## src/rtl/rv_muldiv_pkg.sv

```systemverilog
// Shared encodings for the iterative multiply/divide unit: funct3 op codes,
// controller states and the datapath writeback-select code for its result.
package rv_muldiv_pkg;

  localparam logic [2:0] OP_MUL    = 3'b000;
  localparam logic [2:0] OP_MULH   = 3'b001;
  localparam logic [2:0] OP_MULHSU = 3'b010;
  localparam logic [2:0] OP_MULHU  = 3'b011;
  localparam logic [2:0] OP_DIV    = 3'b100;
  localparam logic [2:0] OP_DIVU   = 3'b101;
  localparam logic [2:0] OP_REM    = 3'b110;
  localparam logic [2:0] OP_REMU   = 3'b111;

  // Next free code in the datapath wbsel mux, routes o_result to the register file
  localparam logic [2:0] WB_MULDIV = 3'b101;

  typedef enum logic [1:0] {
    IDLE = 2'd0,
    CALC = 2'd1,
    FIX  = 2'd2,
    DONE = 2'd3
  } state_t;

  function automatic logic rs1_signed(input logic [2:0] op);
    return (op == OP_MUL) || (op == OP_MULH) || (op == OP_MULHSU) ||
           (op == OP_DIV) || (op == OP_REM);
  endfunction

  function automatic logic rs2_signed(input logic [2:0] op);
    return (op == OP_MUL) || (op == OP_MULH) || (op == OP_DIV) || (op == OP_REM);
  endfunction

endpackage

```

## src/rtl/rv_muldiv.sv

```systemverilog
// Iterative RV32M/RV64M multiply/divide: one bit per cycle, shift-add multiply
// and restoring divide sharing one accumulator and counter.
module rv_muldiv
  import rv_muldiv_pkg::*;
#(
  parameter  int DPWIDTH = 32,
  localparam int CNTW    = $clog2(DPWIDTH) + 1
) (
  input  logic               clk,
  input  logic               rst,
  input  logic               i_start,
  input  logic               i_kill,
  input  logic [2:0]         i_op,
  input  logic [DPWIDTH-1:0] i_rs1,
  input  logic [DPWIDTH-1:0] i_rs2,
  output logic               o_busy,
  output logic               o_done,
  output logic [DPWIDTH-1:0] o_result
);

  localparam int W = DPWIDTH;
  localparam logic [W-1:0] MIN_NEG = {1'b1, {(W-1){1'b0}}};

  state_t           r_state;
  logic             r_busy;
  logic             r_done;
  logic [W-1:0]     r_result;
  logic [2:0]       r_op;
  logic             r_s1;
  logic             r_neg;
  logic [W-1:0]     r_a;
  logic [W-1:0]     r_b;
  logic [2*W-1:0]   r_acc;
  logic [CNTW-1:0]  r_cnt;

  logic             w_s1;
  logic             w_s2;
  logic [W-1:0]     w_mag1;
  logic [W-1:0]     w_mag2;
  logic             w_zero;
  logic             w_ovf;
  logic             w_special;
  logic [W-1:0]     w_spec_res;

  assign w_s1       = rs1_signed(i_op) & i_rs1[W-1];
  assign w_s2       = rs2_signed(i_op) & i_rs2[W-1];
  assign w_mag1     = w_s1 ? -i_rs1 : i_rs1;
  assign w_mag2     = w_s2 ? -i_rs2 : i_rs2;
  assign w_zero     = (i_rs2 == '0);
  assign w_ovf      = ~i_op[0] & (i_rs1 == MIN_NEG) & (i_rs2 == '1);
  assign w_special  = i_op[2] & (w_zero | w_ovf);
  // op[1] separates REM/REMU from DIV/DIVU inside the divide group
  assign w_spec_res = i_op[1] ? (w_zero ? i_rs1 : '0) : (w_zero ? '1 : i_rs1);

  logic [W:0]       w_sum;
  logic [W:0]       w_rem_sh;
  logic             w_ge;
  logic [W-1:0]     w_diff;
  logic [2*W-1:0]   w_acc_nxt;

  // Multiply: acc = {partial high, remaining multiplier}, shifted right each step.
  // Divide: acc = {remainder, dividend bits / quotient bits}, shifted left each step.
  assign w_sum     = {1'b0, r_acc[2*W-1:W]} + (r_acc[0] ? {1'b0, r_a} : '0);
  assign w_rem_sh  = r_acc[2*W-1:W-1];
  assign w_ge      = (w_rem_sh >= {1'b0, r_b});
  assign w_diff    = w_rem_sh[W-1:0] - r_b;
  assign w_acc_nxt = r_op[2] ? (w_ge ? {w_diff, r_acc[W-2:0], 1'b1}
                                     : {r_acc[2*W-2:0], 1'b0})
                             : {w_sum, r_acc[W-1:1]};

  logic [2*W-1:0]   w_prod;
  logic [W-1:0]     w_quo;
  logic [W-1:0]     w_rem;
  logic [W-1:0]     w_fix;

  assign w_prod = r_neg ? -r_acc : r_acc;
  assign w_quo  = r_neg ? -r_acc[W-1:0] : r_acc[W-1:0];
  assign w_rem  = r_s1 ? -r_acc[2*W-1:W] : r_acc[2*W-1:W];
  assign w_fix  = r_op[2] ? (r_op[1] ? w_rem : w_quo)
                          : ((r_op[1:0] == 2'b00) ? w_prod[W-1:0] : w_prod[2*W-1:W]);

  always_ff @(posedge clk or posedge rst) begin
    if (rst) begin
      r_state  <= IDLE;
      r_busy   <= 1'b0;
      r_done   <= 1'b0;
      r_result <= '0;
      r_op     <= '0;
      r_s1     <= 1'b0;
      r_neg    <= 1'b0;
      r_a      <= '0;
      r_b      <= '0;
      r_acc    <= '0;
      r_cnt    <= '0;
    end else if (i_kill) begin
      r_state <= IDLE;
      r_busy  <= 1'b0;
      r_done  <= 1'b0;
    end else begin
      case (r_state)
        IDLE, DONE: begin
          r_done  <= 1'b0;
          r_busy  <= 1'b0;
          r_state <= IDLE;
          if (i_start) begin
            r_op  <= i_op;
            r_s1  <= w_s1;
            r_neg <= w_s1 ^ w_s2;
            r_a   <= w_mag1;
            r_b   <= w_mag2;
            r_cnt <= '0;
            if (w_special) begin
              r_result <= w_spec_res;
              r_done   <= 1'b1;
              r_state  <= DONE;
            end else begin
              r_acc   <= {{W{1'b0}}, (i_op[2] ? w_mag1 : w_mag2)};
              r_busy  <= 1'b1;
              r_state <= CALC;
            end
          end
        end
        CALC: begin
          r_acc <= w_acc_nxt;
          r_cnt <= r_cnt + 1'b1;
          if (r_cnt == CNTW'(W - 1)) begin
            r_state <= FIX;
          end
        end
        FIX: begin
          r_result <= w_fix;
          r_busy   <= 1'b0;
          r_done   <= 1'b1;
          r_state  <= DONE;
        end
        default: begin
          r_state <= IDLE;
          r_busy  <= 1'b0;
          r_done  <= 1'b0;
        end
      endcase
    end
  end

  assign o_busy   = r_busy;
  assign o_done   = r_done;
  assign o_result = r_result;

endmodule

```

## config.mk

```make
export PLATFORM = sky130hd
export DESIGN_NAME = rv_muldiv
export DESIGN_NICKNAME = d
export VERILOG_FILES = /design/src/rtl/rv_muldiv_pkg.sv /design/src/rtl/rv_muldiv.sv
export SDC_FILE = /design/constraint.sdc
export NUM_CORES = 1
export LEC_CHECK = 0
export ABC_AREA = 1
export CORE_ASPECT_RATIO = 0.5
export CORE_MARGIN = 1
export CORE_UTILIZATION = 25
export DETAILED_ROUTE_END_ITERATION = 12
export GPL_ROUTABILITY_DRIVEN = 1
export PLACE_DENSITY = 0.37
export SLEW_MARGIN = 20
export SYNTH_ARGS = -nofsm -noshare
export SYNTH_HDL_FRONTEND = slang
export SYNTH_SLANG_ARGS = --single-unit
```

## constraint.sdc

```tcl
create_clock -name clk -period 7.35 [get_ports clk]
set_input_delay 1.1025 -clock clk [delete_from_list [all_inputs] [get_ports clk]]
set_output_delay 1.1025 -clock clk [all_outputs]
set_load 0.1 [all_outputs]
```

==> results of run 1 <==
[synth_stat cells (5+ instances only)]
library cell  count  area, sq um
or2_2             5        31.28
nor2_2           16        100.1
nand2_2           5        31.28
o211ai_1         20        150.1
o21ai_1          20        100.1
and2_1            5        31.28
buf_6            14        157.7
a21oi_1         130        650.6
nand3_1         436         2182
nand3b_1         15        112.6
inv_2             8        30.03
clkbuf_1         78        292.8
nand2_1        1216         4564
nor2_1          411         1543
nand4_1          68        425.4
ha_1             72        900.9
buf_2            16        80.08
nor2_4            6        67.56
a21o_1            5        37.54
clkinv_1          7        26.28
buf_1            17        63.81
nand3_2           5        50.05
nor3_1           16        80.08
xnor2_1          18        157.7
o21ai_2          35        306.5
a31oi_1          39        244.0
xor2_1           46        402.9
inv_1           425         1595
o21bai_1         13        97.59
o21ai_0         218         1091
dfrtp_1         175         4379
[routing by layer]
layer / GRT usage / part of all wire / vias up
met5: 0 / 0.00012 / -
met4: 0.05817 / 0.018 / 2
met3: 0.07285 / 0.096 / 64
met2: 0.3668 / 0.38 / 862
met1: 0.4141 / 0.50 / 11330
li1: - / - / 11600
[flip-flops by register name (all words and copies together) (netlist names)]
register,count
r_acc,64
o_result,32
r_a,32
r_b,32
r_cnt,6
r_op,3
r_state,2
o_busy,1
o_done,1
r_neg,1
r_s1,1
[critical path, stage by stage]
cell and delay (ps):
clkdlybuf4s50_1 450, inv_1 130, ha_1 200, nand3_2 120, inv_2 110, nand2_4 70
nor2_4 110, nand3_2 110, nor2_2 130, nand2_2 390, nand2_2 270, nand3_4 300
nand2_8 410, inv_4 340, nand2_1 200, o21ai_2 60
[cells in the final DEF (no fill, tap or decap), drive strengths merged, types with 2 or more instances in the layout]
master,n
a31oi,39
clkbuf,17
nand3b,15
dfrtp,175
and2,5
a21oi,133
o21a,2
o21ai,273
nand3,443
xor2,46
clkdlybuf4s50,103
nor4,2
a21o,5
or2,6
nor2,433
xnor2,18
ha,72
fa,2
diode,3
clkinv,9
o211ai,20
nand2,1225
o21bai,13
nand4,68
buf,33
inv,446
nor3,17
[power by group through the flow]
stage               Clock, mW  Combinational (mW)  Sequential [mW]
finish                   1.03                8.65             2.18
detailed placement          0                8.45             2.16
global placement            0                8.46             2.17
floorplan                   0                5.26             2.13
CTS                      1.05                8.48             2.15
global route             1.08                9.44             2.21
[metrics by stage]
stage	std cells	area, sq um	utilization
after global routing	4713	22900	0.2868
final	4716	22900	0.2869
after floorplan	3588	20260	-
after detailed placement	4681	22290	0.2792
after global placement	4681	22290	0.2792
after CTS	4713	22900	0.2868
[area by class of cell]
cell class,count,share of cell area
timing repair buffer,136,0.05572
multi-input combinational,2841,0.5936
antenna,3,0.0003278
clock inverter,15,0.008085
sequential,175,0.1914
tap,1087,0.05938
inverter,442,0.07293
clock buffer,17,0.01857
[final timing paths]
kind	start	endpoint	cells past startpoint
min in group asynchronous	rst	o_result[8]	2
worst max register to register	r_b[24]	r_acc[55]	15
worst min register to register	r_b[2]	r_b[2]	2
worst min-delay path	r_b[2]	r_b[2]	2
worst max-delay path	i_rs2[0]	r_acc[30]	16
max in group asynchronous	rst	r_acc[61]	3
[cell families after synthesis]
kind of cell,share of synthesized area
AOI/OAI and AO/OA,0.1353
xor gates and xnor gates,0.02767
adders and majority gates,0.04645
buffers and inverters,0.1132
DFF,0.2162
and+or+nand+nor,0.4612
==> impl_metrics.tcl, run 1 <==
set metrics [dict create \
    clock_latency_ps 510 \
    syn_inst 3588 \
    grt_pass1_vias 21850 \
    finalSetupTns_ps 0 \
    fmax_mhz 235.2 \
    grt_usage 0.2703 \
    synth_cell_types 48 \
    critical_path.endpoint_type "flop" \
    synth_area_sq_um 20260 \
    syn_to_final_growth_pct 13.07 \
    final_nets 3758 \
    core_area_sq_um 79830 \
    drcViolationCount 0 \
    rsz0062_at_grt "no" \
    clockPowerShare 0.087 \
    ant_nets 0 \
    cp_max_fo 61 \
    n_fill_cell 9210 \
    ir_drop_uv 249.9 \
    gp_congestion 0.9409 \
    grt_start_max_net_pins 82 \
    via_count 23850 \
    slew_viol_final 0 \
    drt_wl_total_um 111800 \
    clkSlewWorstSetupHoldPaths_ps 80 \
    die_x_um 404.6 \
    die_height_um 203.3 \
    tightestPinTransition_ps 1015 \
    cell_internal_pwr_mw 4.164 \
    initial_core_util 0.2537 \
    cp.required_ps 7700 \
    dp_hpwl_um 90200 \
    postSynthAreaPerCell_sq_um 5.645 \
    min_period_ps 4252 \
    dieArea_sq_um 82230 \
    portBuffers 104 \
    rows 73 \
    cts_buffers 17 \
    cts_setup_buffers 0 \
    total_power_mw 11.86 \
    synthArstFlopShare 1.000 \
    antenna_found_initial 6 \
    synth_edf_count 0 \
    worstSetupStartpointType "primary input" \
    yosysSeqAreaShare 0.2162 \
    multi_input_area_sq_um 13590 \
    finalHoldViolCount 0 \
    skew_ps 32.62 \
    maxCapViolCount 0 \
    status "finished clean" \
    path_class "in2reg" \
    seq_area_sq_um 4384 \
    worst_slack_ps 3098 \
    seqPwrFrac 0.184 \
    grt_pass1_wl_um 159000 \
    ios 105 \
    switching_share 0.6491 \
    drive_gt1_frac 0.04578 \
    leakagePower_nw 11.52 \
    reg2reg_slack_ps 3910 \
    synthFlopType "dfrtp_1" \
    ys_seq_elements 175 \
    cts_hold_buffers 0 \
    power.density_nw_per_um2 518.0 \
    fin_crit_sh 0.5786 \
    place_ws_ps 2678 \
    hold_path_class "reg2reg" \
    first_pass_iters 6 \
    cts_tree "yes" \
    synth_nets 3733 \
    crit_arrival_ps 4600 \
    drtIter0Drc 2293 \
    relSlewSlack 0.3208 \
    wl_per_cell_um 23.71 \
    ctsResizeCount 0 \
    combPwrFrac 0.729 \
    clockRootBuffer "clkbuf_16" \
    finalSetupViolations 0 \
    yosysWarnings 0 \
    overflow 0 \
    power_switching_mw 7.701 \
    hold_ws_ps 483.5 \
    htree_levels 4 \
    cts_buffer_depth 2 \
    post_drt_via_cell_ratio 5.058 \
    cts_sinks 175 \
]
No activity file was read; power rests on OpenSTA's default activity.
==> run 2, diff against run 1 <==
- PLACE_DENSITY: 0.37 -> 0.38
- clock period: 7.35 -> 3.6 ns (I/O delays scaled with it)
==> impl_metrics.tcl, run 2 (synthesis gave the netlist of run 1 again) <==
set metrics [dict create \
    clkSlewWorstSetupHoldPaths_ps 80 \
    grt_pass1_wl_um 165400 \
    fin_crit_sh 0.9294 \
    path_cells "nand2_1 -> inv_1 -> ha_1 -> inv_1 -> fa_1 -> o21bai_1 -> nand2_1 -> nand2_1 -> inv_1 -> o21ai_1 -> nand2_1 -> nand2_1 -> nand2_1 -> nand2_1 -> nand3_1 -> nand2_1" \
    gp_congestion 0.9738 \
    core_area_sq_um 79830 \
    min_period_ps 3346 \
    place_ws_ps -13.51 \
    die_x_um 404.6 \
    cts_hold_buffers 0 \
    wl_per_cell_um 23.99 \
    antenna_found_initial 5 \
    leakagePower_nw 11.91 \
    crit_buf_inv 3 \
    crit_arrival_ps 3790 \
    slew_viol_final 0 \
    max_stage_delay_ps 550 \
    htree_levels 4 \
    top_register "r_acc" \
    via_count 24480 \
    fin_util 0.2948 \
    die_height_um 203.3 \
    path_class "reg2reg" \
    cts_setup_buffers 0 \
    ir_drop_uv 476.8 \
    hold_path_class "reg2reg" \
    finalSetupTns_ps 0 \
    power.density_nw_per_um2 1055 \
    rows 73 \
    dp_hpwl_um 94220 \
    cp-endpoint "r_acc[63]" \
    finalHoldViolCount 0 \
    path_depth 16 \
    ctsResizeCount 0 \
    final_nets 3833 \
    rsz0062_at_grt "no" \
    worst_slack_ps 254.0 \
    largest_reg_flops 64 \
    clock_latency_ps 510 \
    grt_start_max_net_pins 104 \
    reg2reg_slack_ps 250 \
    critical_path.top_delay_family "simple AND/OR/NAND/NOR gates" \
    ios 105 \
    r2r_start "r_a[0]" \
    total_power_mw 24.84 \
    mostFrequentLayoutCells "nand2_1, nand3_1, inv_1" \
    tightestPinTransition_ps 1013 \
    initial_core_util 0.2537 \
    dieArea_sq_um 82230 \
    grt_usage 0.2792 \
    drcViolationCount 0 \
    worstSetupStartpointType "flop" \
    portBuffers 104 \
    r2r_end "r_acc[63]" \
    cp_slowest_cell "dfrtp_1" \
    status "finished clean" \
    critical_path.endpoint_type "flop" \
    n_fill_cell 9256 \
    cts_tree "yes" \
    drive_gt1_frac 0.06458 \
    first_pass_iters 6 \
    drt_wl_total_um 114900 \
    syn_to_final_growth_pct 16.20 \
    relSlewSlack 0.3228 \
    grt_pass1_vias 22620 \
    clockRootBuffer "clkbuf_16" \
    overflow 0 \
    cts_buffers 17 \
    cts_sinks 175 \
    cp.required_ps 4040 \
    fmax_mhz 298.9 \
    drtIter0Drc 2831 \
    layout_commonest_cell "nand2_1" \
    rr_worst_depth 16 \
    post_drt_via_cell_ratio 5.112 \
    skew_ps 17.36 \
    crit_top_cell "nand2_1" \
    ant_nets 0 \
    critPathLaunch "r_a[0]" \
    cts_buffer_depth 2 \
    finalSetupViolations 0 \
    maxCapViolCount 0 \
    cp_max_fo 3 \
]
run 2: changes by cell type in the layout (fill, tap and decap cells not counted), sizes merged:
cell,before,now
buf,33,108
inv,446,437
clkbuf,17,22
clkinvlp,1,3
diode,3,1
bufinv,1,2
clkinv,9,10
run 2: tightest hold or removal path, cell delays in order, from the launching register on:
cell and delay, ps:
dfrtp_1 340, nand2_1 60, nand2_1 50
run 2: stage by stage:
stage               instances  cell area [sq um]  hold WS (ps)
detailed placement       4756              22930         465.5
global route             4788              23530         510.4
global placement         4756              22930         463.3
finish                   4789              23540         483.3
CTS                      4788              23530         485.1
floorplan                3588              20260         448.8
run 2: how the worst min path moves through the flow:
| stage | from | end | slack (ps) | depth (start not counted) |
|---|---|---|---|---|
| 6_report | r_a[6] | r_a[6] | 480 | 2 |
| 3_5_place_dp | o_result[10] | o_result[10] | 470 | 2 |
| 5_1_grt | r_a[9] | r_a[9] | 510 | 2 |
| 3_3_place_gp | r_a[7] | r_a[7] | 460 | 2 |
| 2_1_floorplan | r_a[1] | r_a[1] | 450 | 2 |
| 4_1_cts | r_a[6] | r_a[6] | 490 | 2 |
run 2: power by group:
group / internal (mW) / leakage (nW) / switching, mW
sequential: 2.81 / 2.20 / 1.35
combinational: 5.11 / 9.42 / 13.5
clock: 1.09 / 0.288 / 0.960
run 2: routing by layer:
metal / track usage / routed length (um) / vias up
met5: 0 / 13 / -
met2: 0.3948 / 45910 / 928
met3: 0.04556 / 8705 / 59
met4: 0.04586 / 1455 / 2
met1: 0.4385 / 58810 / 11750
li1: - / - / 11740
run 2: final cells by class:
class                      count  area (sq um)  share of cell area
antenna                        1         2.502           0.0001063
clock buffer                  22         474.2             0.02015
clock inverter                10         127.6            0.005422
inverter                     442          1667             0.07081
multi-input combinational   2841         13590              0.5776
sequential                   175          4384              0.1863
tap                         1087          1360             0.05779
timing repair buffer         211          1927             0.08187
==> run 3, diff against run 2 <==
- CORE_MARGIN: 1 -> 5
- DONT_BUFFER_PORTS: default -> 1
- PLACE_DENSITY: 0.38 -> 0.37
- TNS_END_PERCENT: default -> 1
==> impl_metrics.tcl, run 3 (synthesis gave the netlist of run 1 again) <==
set metrics [dict create \
    status "finished clean" \
    finalHoldViolCount 0 \
    fmax_mhz 309.0 \
    min_period_ps 3237 \
    leakagePower_nw 11.36 \
    tightestPinTransition_ps 1084 \
    critical_path.endpoint_type "flop" \
    first_pass_iters 6 \
    slew_viol_final 0 \
    critical_path.top_delay_family "simple AND/OR/NAND/NOR gates" \
    layout_commonest_cell "nand2_1" \
    grt_pass1_vias 21780 \
    ir_drop_uv 456.8 \
    core_area_sq_um 79830 \
    cp_max_fo 18 \
    grt_pass1_wl_um 159700 \
    wl_per_cell_um 24.23 \
    power.density_nw_per_um2 1087 \
    largest_reg_flops 64 \
    drt_wl_total_um 112700 \
    dieArea_sq_um 87160 \
    clock_latency_ps 510 \
    fin_util 0.2787 \
    grt_usage 0.2532 \
    fin_crit_sh 0.8991 \
    crit_arrival_ps 3610 \
    syn_to_final_growth_pct 9.852 \
    crit_buf_inv 2 \
    worstSetupStartpointType "flop" \
    drive_gt1_frac 0.05782 \
    htree_levels 4 \
    cts_tree "yes" \
    gp_congestion 0.9477 \
    cts_hold_buffers 0 \
    via_count 24250 \
    cp_slowest_cell "dfrtp_1" \
    path_cells "ha_1 -> nand2_1 -> inv_1 -> a21oi_1 -> nand2_1 -> nand2_1 -> nand3_2 -> nand2_4 -> nand2_4 -> nor2_2 -> buf_4 -> nand2_1 -> nand2_1 -> nor2_1 -> nand2_1 -> nand2_1" \
    ant_nets 0 \
    ios 105 \
    path_class "reg2reg" \
    maxCapViolCount 0 \
    grt_start_max_net_pins 99 \
    mostFrequentLayoutCells "nand2_1, nand3_1, inv_1" \
    max_stage_delay_ps 750 \
    cts_sinks 175 \
    top_register "r_acc" \
    rows 73 \
    dp_hpwl_um 92290 \
    ctsResizeCount 0 \
    finalSetupTns_ps 0 \
    n_fill_cell 9330 \
    portBuffers 0 \
    final_nets 3695 \
    drtIter0Drc 2761 \
    overflow 0 \
    clockRootBuffer "clkbuf_16" \
    die_height_um 211.3 \
    cts_buffer_depth 2 \
    clkSlewWorstSetupHoldPaths_ps 90 \
    crit_top_cell "nand2_1" \
    initial_core_util 0.2537 \
    cts_buffers 17 \
    drcViolationCount 0 \
    cts_setup_buffers 0 \
    relSlewSlack 0.2696 \
    antenna_found_initial 2 \
    skew_ps 31.57 \
    cp.required_ps 3970 \
    total_power_mw 24.18 \
    die_x_um 412.6 \
    rsz0062_at_grt "no" \
    hold_path_class "in2async" \
    finalSetupViolations 0 \
    post_drt_via_cell_ratio 5.213 \
]
==> run 3: cell count changes in the layout (fill, tap and decap cells not counted), moves of 2 or more <==
| cell | previous run | this run |
|---|---|---|
| clkbuf_1 | 2 | 0 |
| inv_8 | 0 | 2 |
| clkdlybuf4s50_1 | 103 | 0 |
| buf_4 | 100 | 66 |
| clkinv_2 | 1 | 3 |
==> run 3: where the power goes <==
part	leakage [nW]	internal [mW]	switching (mW)
Sequential	2.20	2.79	2.20
Clock	0.298	1.07	0.995
Combinational	8.85	4.70	12.4
==> run 3: path summary, 6_finish.rpt <==
kind                                start           to  slack, ps  depth (start not counted)
worst max-delay path            r_acc[39]    r_acc[42]        360                         16
worst min-delay path                  rst    r_acc[63]         80                          1
worst max register to register  r_acc[39]    r_acc[42]        360                         16
max in group asynchronous             rst  o_result[6]       2630                          2
min in group clk                i_rs1[31]      r_a[31]        180                          2
worst min register to register     r_b[4]       r_b[4]        490                          2
==> run 3: metrics by stage <==
step / setup slack, ps / instance area, sq um / std cells / hold WS [ps]
2_1_floorplan: 821.3 / 20260 / 3588 / 448.8
3_3_place_gp: 383.4 / 21640 / 4618 / 469.4
3_5_place_dp: 454.4 / 21640 / 4618 / 475.4
4_1_cts: 431.9 / 22250 / 4650 / 78.31
5_1_grt: 228.3 / 22250 / 4650 / 106.0
6_report: 363.2 / 22250 / 4652 / 83.34
==> run 3: routing by layer <==
metal | up-vias | wire length (um) | track usage
met5 | - | 0 | 0
met4 | 0 | 2216 | 0.05292
met3 | 81 | 9621 | 0.05193
met2 | 957 | 44080 | 0.3504
met1 | 11720 | 56820 | 0.3963
li1 | 11490 | - | -
==> run 3: final cells by class <==
class	instances	area, sq um	share of cell area
Multi-Input combinational cell	2841	13590	0.6109
Sequential cell	175	4384	0.1970
Inverter	442	1667	0.07490
Tap cell	1087	1360	0.06112
Timing Repair Buffer	73	635.6	0.02857
Clock buffer	19	452.9	0.02036
Clock inverter	13	152.6	0.006860
Antenna cell	2	5.005	0.0002249
==> run 3: worst register-to-register path: stages, from the launching register on <==
cell	delay [ps]
dfrtp_1	750
ha_1	430
nand2_1	160
inv_1	60
a21oi_1	320
nand2_1	120
nand2_1	110
nand3_2	130
nand2_4	170
nand2_4	180
nor2_2	280
buf_4	180
nand2_1	50
nand2_1	50
nor2_1	40
nand2_1	60
nand2_1	50
